===== config.mk =====
export PLATFORM = sky130hd
export DESIGN_NAME = branch_resolver
export DESIGN_NICKNAME = d
export VERILOG_FILES = /design/src/rtl/branch_resolver.sv
export SDC_FILE = /design/constraint.sdc
export NUM_CORES = 1
export LEC_CHECK = 0
export CAP_MARGIN = 40
export CORE_AREA = 5 5 241 243
export CTS_CLUSTER_SIZE = 10
export DETAILED_ROUTE_END_ITERATION = 7
export DIE_AREA = 0 0 246 248
export GPL_TIMING_DRIVEN = 0
export PLACE_DENSITY = 0.49
export SYNTH_ARGS = -nofsm -noshare
export SYNTH_HDL_FRONTEND = slang
export SYNTH_SLANG_ARGS = --single-unit

===== constraint.sdc =====
create_clock -name clk -period 8.7 [get_ports clk]
set_input_delay 0.87 -clock clk [delete_from_list [all_inputs] [get_ports clk]]
set_output_delay 0.87 -clock clk [all_outputs]
set_load 0.02 [all_outputs]

===== src/rtl/branch_resolver.sv =====
`default_nettype none
// ---------------------------------------------------------------------------
// branch_resolver : EX-stage prediction check, predictor update and redirect.
// Optional perf counters via BRANCH_RESOLVER_PERF_EN.      Rev 1.0
// ---------------------------------------------------------------------------
module branch_resolver #(
  parameter int DEPTH     = 4,
  parameter int FLUSH_CYC = 2,
  parameter int IDX_W     = 5
) (
  input  logic                clk,
  input  logic                reset,
  input  logic                fetch_valid,
  output logic                fetch_ready,
  input  logic [31:0]         fetch_pc,
  input  logic [31:0]         fetch_pred_pc,
  input  logic                fetch_taken,
  input  logic                ex_valid,
  input  logic                ex_is_bj,
  input  logic [31:0]         ex_actual_pc,
  output logic                bp_update,
  output logic [IDX_W-1:0]    bp_idx,
  output logic [29-IDX_W:0]   bp_tag,
  output logic [31:0]         bp_target,
  output logic [31:0]         bp_pred_pc,
  output logic                bp_correct,
  output logic                bp_correct2,
  output logic                redirect_valid,
  output logic [31:0]         redirect_pc,
  output logic                flush,
  output logic                q_underflow,
  output logic [31:0]         bj_count,
  output logic [31:0]         mispred_count
);
  localparam int AW = $clog2(DEPTH);
  localparam int PW = AW + 1;
  localparam int CW = (FLUSH_CYC > 1) ? $clog2(FLUSH_CYC) : 1;
  localparam logic [CW-1:0] C_FLUSH_LAST = CW'(FLUSH_CYC - 1);

  typedef enum logic [0:0] {ST_RUN = 1'b0, ST_FLUSH = 1'b1} state_t;

  state_t              r_state, w_state_nxt;
  logic [CW-1:0]       r_fcnt;
  logic [PW-1:0]       r_wr, r_rd;
  logic [31:0]         r_q_pc   [DEPTH];
  logic [31:0]         r_q_pred [DEPTH];
  logic                r_q_taken[DEPTH];

  logic                r_upd, r_c, r_c2, r_rv, r_udf;
  logic [31:0]         r_pc, r_tgt, r_pp, r_rpc;

  logic                w_run, w_empty, w_full, w_push, w_pop, w_udf;
  logic [AW-1:0]       w_rd_idx;
  logic [31:0]         w_e_pc, w_e_pred;
  logic                w_e_taken, w_correct, w_correct2, w_mispred;

  assign w_run      = (r_state == ST_RUN);
  assign w_empty    = (r_wr == r_rd);
  assign w_full     = (r_wr[AW] != r_rd[AW]) && (r_wr[AW-1:0] == r_rd[AW-1:0]);
  assign fetch_ready = reset && w_run && !w_full;
  assign w_push     = fetch_valid && fetch_ready;
  assign w_pop      = ex_valid && w_run && !w_empty;
  assign w_udf      = ex_valid && w_run && w_empty;

  assign w_rd_idx   = r_rd[AW-1:0];
  assign w_e_pc     = r_q_pc[w_rd_idx];
  assign w_e_pred   = r_q_pred[w_rd_idx];
  assign w_e_taken  = r_q_taken[w_rd_idx];
  assign w_correct  = (w_e_taken == (ex_actual_pc != (w_e_pc + 32'd4)));
  assign w_correct2 = (w_e_pred == ex_actual_pc);
  assign w_mispred  = w_pop && !w_correct2;

  always_comb begin
    w_state_nxt = r_state;
    case (r_state)
      ST_RUN:   if (w_mispred) w_state_nxt = ST_FLUSH;
      ST_FLUSH: if (r_fcnt == '0) w_state_nxt = ST_RUN;
      default:  w_state_nxt = ST_RUN;
    endcase
  end

  always_ff @(posedge clk) begin
    if (!reset) begin
      r_state <= ST_RUN;
      r_fcnt  <= '0;
    end else begin
      r_state <= w_state_nxt;
      if (w_mispred)
        r_fcnt <= C_FLUSH_LAST;
      else if (r_state == ST_FLUSH && r_fcnt != '0)
        r_fcnt <= r_fcnt - 1'b1;
    end
  end

  always_ff @(posedge clk) begin
    if (w_push) begin
      r_q_pc[r_wr[AW-1:0]]    <= fetch_pc;
      r_q_pred[r_wr[AW-1:0]]  <= fetch_pred_pc;
      r_q_taken[r_wr[AW-1:0]] <= fetch_taken;
    end
  end

  // A mispredict empties the queue; any same-cycle push is wrong-path and dropped.
  always_ff @(posedge clk) begin
    if (!reset) begin
      r_wr <= '0;
      r_rd <= '0;
    end else if (w_mispred) begin
      r_rd <= r_wr;
    end else begin
      if (w_push) r_wr <= r_wr + 1'b1;
      if (w_pop)  r_rd <= r_rd + 1'b1;
    end
  end

  always_ff @(posedge clk) begin
    if (!reset) begin
      r_upd <= 1'b0;
      r_rv  <= 1'b0;
      r_c   <= 1'b0;
      r_c2  <= 1'b0;
      r_udf <= 1'b0;
      r_pc  <= '0;
      r_tgt <= '0;
      r_pp  <= '0;
      r_rpc <= '0;
    end else begin
      r_upd <= w_pop && ex_is_bj;
      r_rv  <= w_mispred;
      if (w_udf) r_udf <= 1'b1;
      if (w_pop) begin
        r_pc  <= w_e_pc;
        r_tgt <= ex_actual_pc;
        r_pp  <= w_e_pred;
        r_c   <= w_correct;
        r_c2  <= w_correct2;
      end
      if (w_mispred) r_rpc <= ex_actual_pc;
    end
  end

  assign bp_update      = r_upd;
  assign bp_idx         = r_pc[IDX_W+1:2];
  assign bp_tag         = r_pc[31:IDX_W+2];
  assign bp_target      = r_tgt;
  assign bp_pred_pc     = r_pp;
  assign bp_correct     = r_c;
  assign bp_correct2    = r_c2;
  assign redirect_valid = r_rv;
  assign redirect_pc    = r_rpc;
  assign flush          = (r_state == ST_FLUSH);
  assign q_underflow    = r_udf;

`ifdef BRANCH_RESOLVER_PERF_EN
  logic [31:0] r_bj_cnt, r_mis_cnt;

  always_ff @(posedge clk) begin
    if (!reset) begin
      r_bj_cnt  <= '0;
      r_mis_cnt <= '0;
    end else begin
      if (w_pop && ex_is_bj) r_bj_cnt  <= r_bj_cnt + 32'd1;
      if (w_mispred)         r_mis_cnt <= r_mis_cnt + 32'd1;
    end
  end

  assign bj_count      = r_bj_cnt;
  assign mispred_count = r_mis_cnt;
`else
  assign bj_count      = '0;
  assign mispred_count = '0;
`endif

endmodule
`default_nettype wire


# Word-level counts from Yosys, hierarchy flattened
# Memories as Yosys holds them, arrays and structs flattened. A register that Yosys moved wholly into a read port is not among the register bits.
# Cells that the tools add are included.
[word_totals]
mem_bits_ro = 0
wordCells = 59
register_bits = 141
output_inout_bits = 197
ramBits = 260
n_memories = 3
inputBits = 102
latch_bits = 0
[op_classes]
n_eq_ne = 6
order_cmp = 0
addsub = 4
n_shift = 0
muxes = 15
multipliers = 0
div_mod_pow = 0
n_reduce_logical = 16
n_bitwise = 2
[memory_table]
columns = ["memory", "words", "word_bits", "read_ports", "rd_ports_with_merged_regs", "wr", "line", "source"]
rows = [
  ["r_q_pc", 4, 32, 1, 1, 1, "45", "logic [31:0] r_q_pc [DEPTH];"],
  ["r_q_pred", 4, 32, 1, 1, 1, "46", "logic [31:0] r_q_pred [DEPTH];"],
  ["r_q_taken", 4, 1, 1, 1, 1, "47", "logic r_q_taken[DEPTH];"],
]
[op_table]
columns = ["operator", "count"]
rows = [
  ["adder 32 x 3 -> 32 bit (second input constant)", 1],
  ["== test 32 bit", 1],
  ["inequality test 32 bit", 1],
  ["two-way mux 2 bit", 6],
  ["logical AND 1 bit", 10],
  ["adder 3 x 1 -> 3 bit (second input constant)", 2],
  ["two-way mux 1 bit", 6],
  ["two-way mux 3 bit", 2],
  ["nonzero test 2 bit", 2],
  ["== test 3 bit", 1],
  ["zero test 1 bit", 3],
  ["== test 2 bit", 1],
  ["inverter 1 bit", 2],
  ["one-hot mux 1 bit (2 select lines)", 1],
  ["AND reduction 2 bit", 1],
  ["== test 1 bit", 1],
  ["inequality test 1 bit", 1],
  ["subtractor 1 bit (second input constant)", 1],
]

# Logic depth before layout (Yosys ltp)
# Gate-level depths: netlist of run 1.
[depth]
depth_word = 7
depth_mapped = 13
depth_no_buf = 10

# Worst setup path before layout of run 1
# OpenSTA, ideal clock, no wires.
[synth_timing]
kind = "input to register"
from = "input reset"
to = "register r_wr[2]"
cell_stages = 6
setup_time_ns = 0.115
slack_ns = 4.722
required_ns = 8.585
arrival_time_ns = 3.863
n_path_buf = 0
path_cell_list = "inv_1 > a211oi_1 > and3_1 > nand2_1 > xnor2_1 > and2_1"
[synth_between]
elab_chain_cells = 4
[synth_rtl]
columns = ["element", "line", "source"]
rows = [
  ["start: declaration", "12", "input logic reset,"],
  ["logical AND 1 bit (2 in series)", "60", "assign fetch_ready = reset && w_run && !w_full;"],
  ["net fetch_ready", "14", "output logic fetch_ready,"],
  ["logical AND 1 bit", "61", "assign w_push = fetch_valid && fetch_ready;"],
  ["AND reduction 2 bit (no source line)", "n/a", ""],
  ["end signal: assignment", "111", "if (w_push) r_wr <= r_wr + 1'b1;"],
  ["end: declaration", "44", "logic [PW-1:0] r_wr, r_rd;"],
]
# The timed path passes the listed nets, and every way through them passes these cells.
# A chain may end at the register's enable or synchronous reset.

==> impl_metrics.json, run 1 <==
{
  "p_per_area_mw_per_mm2": 234,
  "rows": 87,
  "clk_path_buf_depth": 3,
  "hold_end": "bp_pred_pc[9]",
  "rsz0062_at_grt": "no",
  "synth_top_area_share": 0.473,
  "cts-root-buf": "clkbuf_16",
  "core_mm2": 0.0557,
  "ant_nets": 0,
  "max_freq_mhz": 212,
  "endpoint_kind": "register",
  "tightest_slew_ns": 0.910,
  "cts_tree": "yes",
  "routed_wl_um": 54800,
  "setup_viol": 0,
  "critPathMaxStageDelay_ns": 0.58,
  "met1_usage": 0.235,
  "clock_latency_ns": 0.58,
  "async_reset_ff_frac": 0,
  "cts-htree-levels": 2,
  "netlist_area_mm2": 0.0165,
  "synth_seq_cells": 401,
  "synthTopCellsByCount": "edfxtp_1, nand2_1, dfxtp_1, a21boi_0, buf_4",
  "min_path_type": "register to register",
  "crit_arrival_ns": 5.22,
  "grtUsageTotal": 0.174,
  "gp_congestion": 0.828,
  "cts_buffers": 48,
  "period_share": 0.542,
  "max_slew_margin": 0.388,
  "worstHoldStart": "bp_pred_pc[9]",
  "reg2reg_slack_ns": 3.98,
  "synth_seq_area_share": 0.643,
  "dp_hpwl_um": 40300,
  "drtIter0Drc": 802,
  "reg2reg_to": "redirect_pc[15]",
  "finalPower_mw": 5.06,
  "cts_resized": 0,
  "grt-ovfl-total": 0,
  "wl_per_cell_um": 23.5,
  "grt_use_met2": 0.281,
  "clock_skew_ns": 0.0283,
  "whs_ns": 0.454,
  "post_cts_buffers": 0,
  "critical_path.max_fanout": 10,
  "fin_nets": 1645,
  "grt_max_degree": 42,
  "utilization": 0.389,
  "ir_worst_vdd_uv": 128,
  "maxCapViolCount": 0,
  "worst_path_dominant_cell_family": "buffers and inverters",
  "finalCriticalPeriod_ns": 4.72,
  "ys_top_cells_by_area": "edfxtp_1, dfxtp_1, mux4_2",
  "grt_pass1_wl_um": 77200,
  "io_pins": 299,
  "grt_pass1_vias": 10700,
  "nFillCells": 5395,
  "crit_path_cell_trace": "buf_2 -> buf_1 -> buf_8 -> clkbuf_1 -> mux4_2 -> xnor2_1 -> nand4_1 -> nor4_1 -> nand2_1 -> a21oi_1 -> buf_2 -> a22o_1",
  "die_h_um": 248,
  "yosys.area.top_type": "edfxtp_1",
  "crit_slowest_cell": "clkbuf_1",
  "critical_path_required_ns": 9.20,
  "yosysMostFrequentCell": "edfxtp_1",
  "numPortBuffers": 229,
  "place_ws_ns": 4.08,
  "synth_edf_count": 260,
  "crit_type": "register to register",
  "holdBufCountCts": 0,
  "dieArea_mm2": 0.0610,
  "p_leak_nw": 7.26,
  "antenna_found_initial": 6,
  "yosysUniqueCellTypes": 68,
  "grtUsageMet3": 0.0465,
  "drc_errors": 0,
  "worst_path_most_repeated_cell": "buf_2",
  "synth_warnings": 0,
  "syn_to_final_growth_pct": 31.2,
  "critPathBufInv": 5,
  "finalSetupTns_ns": 0,
  "worst_slack_ns": 3.98,
  "die_w_um": 246,
  "firstDrtPassIters": 5,
  "vias": 10900,
  "critPathLaunchType": "register",
  "status": "complete, no violations",
  "synth_ff_type": "edfxtp_1",
  "multi_input_area_mm2": 0.00535,
  "cts.sinks": 401,
  "path_clk_slew_ns": 0.06,
  "r2r_cells": 12,
  "start_util": 0.296,
  "synth_cells": 1185,
  "whs_path_depth": 2,
  "grt_busiest_layer": "met2",
  "synth.avg_cell_area_um2": 13.9,
  "finalMaxSlewViolations": 0,
  "regArea_mm2": 0.0106,
  "layout-drive-gt1-share": 0.144,
  "avgViaCountPerCell": 4.67,
  "final_hold_viol_count": 0
}
[per-stage QoR]
step,instances,instance area [um2]
6_report,2332,21700
5_1_grt,2332,21700
4_1_cts,2331,21700
3_5_place_dp,2243,20200
3_3_place_gp,2233,20000
2_1_floorplan,1248,16800
[where the power goes]
group | total [mW] | leakage [nW] | internal (mW) | switching (mW)
Combinational | 0.959 | 3.05 | 0.380 | 0.579
Clock | 1.91 | 0.705 | 1.13 | 0.776
Sequential | 2.20 | 3.51 | 2.14 | 0.0573
Total | 5.06 | 7.26 | 3.65 | 1.41
[cells in the final DEF (no fill, tap or decap), drive strengths merged, types with 33 or more instances in the layout]
cell / count
nand2: 216
clkdlybuf4s50: 229
a21boi: 74
edfxtp: 260
xnor2: 54
dfxtp: 141
buf: 94
conb: 64
clkbuf: 123
mux4: 64
a22o: 33
[state kept, by name (all words and copies together), names as in the netlist, 3 cells and up, named ones only]
signal and count:
r_q_taken 4, redirect_pc 32, r_q_pc 128, r_pc 30, r_wr 3, bp_pred_pc 32, r_rd 3, bp_target 32
r_q_pred 128
[worst max-delay path by stage]
| stage | from | end | slack, ns | depth (start not counted) |
|---|---|---|---|---|
| floorplan | reset | r_wr[2] | 4.72 | 6 |
| global placement | reset | r_wr[2] | 2.55 | 7 |
| detailed placement | register | redirect_pc[16] | 4.08 | 12 |
| CTS | register | redirect_pc[15] | 3.98 | 12 |
| global route | register | redirect_pc[15] | 3.75 | 12 |
| finish | register | redirect_pc[15] | 3.98 | 12 |
[layout make-up]
type / instances / share of cell area
multi-input combinational: 712 / 0.247
tap: 756 / 0.0437
clock buffer: 82 / 0.0637
sequential: 401 / 0.491
antenna: 1 / 0.000115
inverter: 9 / 0.00156
buffer: 126 / 0.0355
clock inverter: 6 / 0.00416
timing repair buffer: 239 / 0.114
[worst min-delay path: cells and delay by family, from the launching register on]
family,cells,cell delay (ns)
flip-flops,1,0.31
AND/OR/NAND/NOR,1,0.05
AO/OA/AOI/OAI,1,0.05
[kinds of logic (layout without fill, tap and decap cells)]
kind of cell,Yosys count,in the layout,synth area share
compound gates,169,169,0.0764
xor+xnor,72,72,0.0382
fa+ha+maj,6,6,0.00454
buf+inv,135,462,0.0485
flops,401,401,0.643
mux,73,73,0.0948
other cells,1,65,0.000227
simple gates,328,328,0.0938
[per-layer routing]
| metal | up-vias | share of wire |
|---|---|---|
| met5 | - | 0.00095 |
| met1 | 5422 | 0.44 |
| met4 | 8 | 0.022 |
| met3 | 71 | 0.076 |
| li1 | 4997 | - |
| met2 | 381 | 0.46 |
(Power assumes the default switching activity.)
==> inputs of run 2 (changes only) <==
Settings changed: PLACE_DENSITY 0.49 to 0.51.
Clock period 8.7 ns to 3.9 ns, I/O delays scaled along.
==> run 2 against run 1 <==
Non-clock buffer count is 1 higher. Final cell count hardly changed. Global-route usage is 0.23 points lower. First-iteration DRC count is 0.12% higher. Worst hold slack worse by 0.28 ns. Largest power group unchanged. Register-to-register slack worse by 3.9 ns. Core utilization is 0.072 points higher. Total power is 120% higher.
==> impl_metrics.json, run 2 (same netlist as run 1, synthesis figures left out) <==
{
  "design_area_mm2": 0.0217,
  "whs_path_depth": 2,
  "grt_pass1_wl_um": 75900,
  "whs_ns": 0.170,
  "fin_cells": 2333,
  "max_slew_margin": 0.487,
  "routed_wl_um": 54300,
  "start_util": 0.296,
  "critical_path.max_fanout": 10,
  "clk_path_buf_depth": 3,
  "cts-root-buf": "clkbuf_16",
  "ant_nets": 0,
  "critical_path_required_ns": 4.36,
  "min_path_type": "primary input to register",
  "path_clk_slew_ns": 0.06,
  "dp_hpwl_um": 40100,
  "ir_worst_vdd_uv": 312,
  "dp_cells": 2241,
  "io_pins": 299,
  "antenna_found_initial": 6,
  "critPathLaunchType": "register",
  "cts_tree": "yes",
  "tightest_slew_ns": 0.770,
  "vias": 10800,
  "syn_to_final_growth_pct": 31.4,
  "most-common-layout-cells": "edfxtp_1, clkdlybuf4s50_1, nand2_1, dfxtp_1, a21boi_0",
  "max_freq_mhz": 264,
  "status": "complete, no violations",
  "rsz0062_at_grt": "yes",
  "r2r_cells": 14,
  "avgViaCountPerCell": 4.65,
  "grt_max_degree": 45,
  "placed_area_mm2": 0.0202,
  "cts_buffers": 47,
  "rows": 87,
  "cts-htree-levels": 2,
  "p_leak_nw": 7.28,
  "numPortBuffers": 229,
  "period_share": 0.973,
  "maxCapViolCount": 0,
  "gp_congestion": 0.812,
  "p_per_area_mw_per_mm2": 514,
  "finalMaxSlewViolations": 0,
  "firstDrtPassIters": 5,
  "grt_pass1_vias": 10700,
  "crit_arrival_ns": 4.25,
  "dieArea_mm2": 0.0610,
  "endpoint_kind": "register",
  "final_common_cell": "edfxtp_1",
  "nFillCells": 5349,
  "fin_nets": 1645,
  "finalSetupTns_ns": 0,
  "drc_errors": 0,
  "cts.sinks": 401,
  "crit_type": "register to register",
  "layout-drive-gt1-share": 0.152,
  "drtIter0Drc": 803,
  "holdBufCountCts": 0,
  "core_mm2": 0.0557,
  "wl_per_cell_um": 23.3,
  "die_h_um": 248,
  "clock_skew_ns": 0.0270,
  "finalPower_mw": 11.2,
  "die_w_um": 246,
  "setup_viol": 0,
  "grt-ovfl-total": 0,
  "clock_latency_ns": 0.58,
  "finalCriticalPeriod_ns": 3.79,
  "final_hold_viol_count": 0,
  "grtUsageTotal": 0.172
}
[run 2: worst paths after layout]
path                         from              to  slack (ns)
setup / recovery         register           flush        0.11
setup reg to reg         register           flush        0.11
hold / removal    ex_actual_pc[8]  redirect_pc[8]        0.17
hold reg to reg    bp_pred_pc[11]  bp_pred_pc[11]        0.45
[run 2: stage by stage]
step                setup slack, ns   util
finish                        0.107  0.390
global route                -0.0493  0.389
CTS                          0.0174  0.388
detailed placement           -0.887  0.362
global placement              -1.83  0.359
floorplan                     0.214      -
[run 2: where the power goes]
group	switching (mW)	internal (mW)	total (mW)
Combinational	1.29	0.858	2.14
Clock	1.70	2.40	4.10
Sequential	0.133	4.77	4.90
[run 2: timing repair]
action,in CTS,in global routing
resized for setup,18,13
gates cloned,0,0
pin swaps,2,2
endpoints found under the setup margin,45,34
buffers inserted,1,2
[run 2: worst max-delay path: stages (launching register included)]
cell	delay [ns]
dfxtp_2	0.40
buf_4	0.23
buf_2	0.21
buf_8	0.17
buf_4	0.23
buf_4	0.25
mux4_2	0.39
xnor2_2	0.20
nand4_1	0.19
nor4_2	0.27
nand2_1	0.18
and3_1	0.21
buf_2	0.21
clkbuf_4	0.27
a31o_2	0.24
[run 2: area by class of cell]
cell class	count	area, um2	share of cell area
flip-flops and latches	401	10600	0.490
multi-input cells	712	5390	0.248
repair buffers	240	2470	0.114
clock buffers	83	1350	0.0623
well taps	756	946	0.0436
plain buffers	126	815	0.0375
clock inverters	5	63.8	0.00294
inverters	9	33.8	0.00156
diodes	1	2.50	0.000115
[run 2: routing by layer]
layer	track usage	part of all wire	vias up
met5	0	0.0016	-
met4	0.0489	0.025	12
met3	0.0437	0.073	82
met2	0.286	0.47	384
met1	0.225	0.43	5390
li1	-	-	4973
==> inputs of run 3 (changes only) <==
Settings changed: GPL_ROUTABILITY_DRIVEN from default to 0, GPL_TIMING_DRIVEN 0 to 1, PLACE_DENSITY 0.51 to 0.49.
Clock period 3.9 ns to 4.7 ns, I/O delays scaled along.
==> run 3 against run 2 <==
Fmax fell by 2.1%. Register-to-register slack improved by 0.72 ns. Total power decreased by 19%. Die area did not move.
==> impl_metrics.json, run 3 (same netlist as run 1, synthesis figures left out) <==
{
  "status": "complete, no violations",
  "finalSetupTns_ns": 0,
  "most-common-layout-cells": "edfxtp_1, clkdlybuf4s50_1, nand2_1, dfxtp_1, a21boi_0",
  "io_pins": 299,
  "crit_arrival_ns": 4.40,
  "final_common_cell": "edfxtp_1",
  "core_mm2": 0.0557,
  "finalPower_mw": 9.08,
  "critPathLaunchType": "register",
  "antenna_found_initial": 11,
  "final_hold_viol_count": 0,
  "ir_worst_vdd_uv": 241,
  "reg2reg_slack_ns": 0.82,
  "vias": 10500,
  "cts.sinks": 401,
  "p_leak_nw": 6.87,
  "fin_cells": 2239,
  "syn_to_final_growth_pct": 27.6,
  "grt-ovfl-total": 0,
  "finalCriticalPeriod_ns": 3.88,
  "dp_hpwl_um": 37000,
  "utilization": 0.378,
  "max_freq_mhz": 258,
  "clk_path_buf_depth": 3,
  "start_util": 0.296,
  "routed_wl_um": 51500,
  "path_clk_slew_ns": 0.06,
  "cts-root-buf": "clkbuf_16",
  "endpoint_kind": "register",
  "intPower_mw": 6.56,
  "tightest_slew_ns": 0.918,
  "grt_pass1_vias": 10500,
  "die_w_um": 246,
  "dieArea_mm2": 0.0610,
  "regArea_mm2": 0.0106,
  "grtUsageTotal": 0.164,
  "clockPowerShare": 0.371,
  "critical_path_required_ns": 5.22,
  "p_comb_frac": 0.181,
  "multi_input_area_mm2": 0.00536,
  "max_slew_margin": 0.384,
  "avgViaCountPerCell": 4.70,
  "maxCapViolCount": 0,
  "layout-drive-gt1-share": 0.117,
  "drc_errors": 0,
  "place_ws_ns": 0.771,
  "nFillCells": 5355,
  "holdBufCountCts": 0,
  "setup_viol": 0,
  "post_cts_buffers": 0,
  "p_per_area_mw_per_mm2": 431,
  "clock_latency_ns": 0.59,
  "grt_pass1_wl_um": 73900,
  "wl_per_cell_um": 23.0,
  "dp_cells": 2147,
  "firstDrtPassIters": 5,
  "min_path_type": "primary input to register",
  "cts_resized": 0,
  "cts_buffers": 47,
  "drtIter0Drc": 653,
  "finalMaxSlewViolations": 0,
  "cts_tree": "yes",
  "period_share": 0.825,
  "seq_power_share": 0.449,
  "critical_path.max_fanout": 25,
  "rows": 87,
  "fin_nets": 1548,
  "p_switching_mw": 2.52,
  "ant_nets": 0,
  "cts-htree-levels": 2,
  "rsz0062_at_grt": "no",
  "grt_max_degree": 72,
  "crit_type": "register to register",
  "die_h_um": 248,
  "worst_slack_ns": 0.824,
  "numPortBuffers": 234,
  "switching_share": 0.277,
  "clock_skew_ns": 0.0253
}
run 3: cell count changes in the layout (fill, tap and decap cells not counted), sizes merged:
cell,change
clkdlybuf4s50,+4
bufinv,-1
clkinv,-1
diode,+4
clkbuf,-41
buf,-59
run 3: metal layers:
metal,global-route usage,wire length [um]
met5,0,67
met4,0.0415,998
met3,0.0437,3740
met2,0.270,24400
met1,0.218,22300
run 3: worst paths after layout:
path	to	cells after the start	start
min reg2reg	bp_pred_pc[2]	2	bp_pred_pc[2]
min	bp_pred_pc[26]	3	reset
max	bp_correct	9	register
max reg2reg	bp_correct	9	register
run 3: stage by stage:
stage	instance area, um2	hold WS (ns)
6_report	21100	0.375
5_1_grt	21100	0.375
4_1_cts	21100	0.339
3_5_place_dp	19700	0.449
3_3_place_gp	19600	0.440
2_1_floorplan	16800	0.432
run 3: power by group through the flow:
| stage | Combinational, mW | Sequential [mW] | Clock [mW] |
|---|---|---|---|
| after global routing | 1.76 | 4.10 | 3.60 |
| after floorplan | 0.821 | 4.26 | 0 |
| final | 1.64 | 4.07 | 3.37 |
| after global placement | 1.64 | 4.15 | 0 |
| after detailed placement | 1.66 | 4.15 | 0 |
| after CTS | 1.66 | 4.08 | 3.46 |
run 3: area by class of cell:
class | instances | share of cell area
clock inverters | 3 | 0.00249
clock buffers | 84 | 0.0643
repair buffers | 269 | 0.127
well taps | 756 | 0.0449
flip-flops and latches | 401 | 0.505
multi-input cells | 712 | 0.254
inverters | 9 | 0.00160
diodes | 5 | 0.000594
run 3: worst max-delay path, stage by stage, from the launching register on:
cell and delay [ns]:
dfxtp_4 0.67, mux4_1 0.63, nand4_4 0.22, nor3_1 0.65, mux2_2 0.41, and3b_1 0.20
a2111oi_4 0.26, nand4_1 0.17, or4_1 0.49, nand3_1 0.09
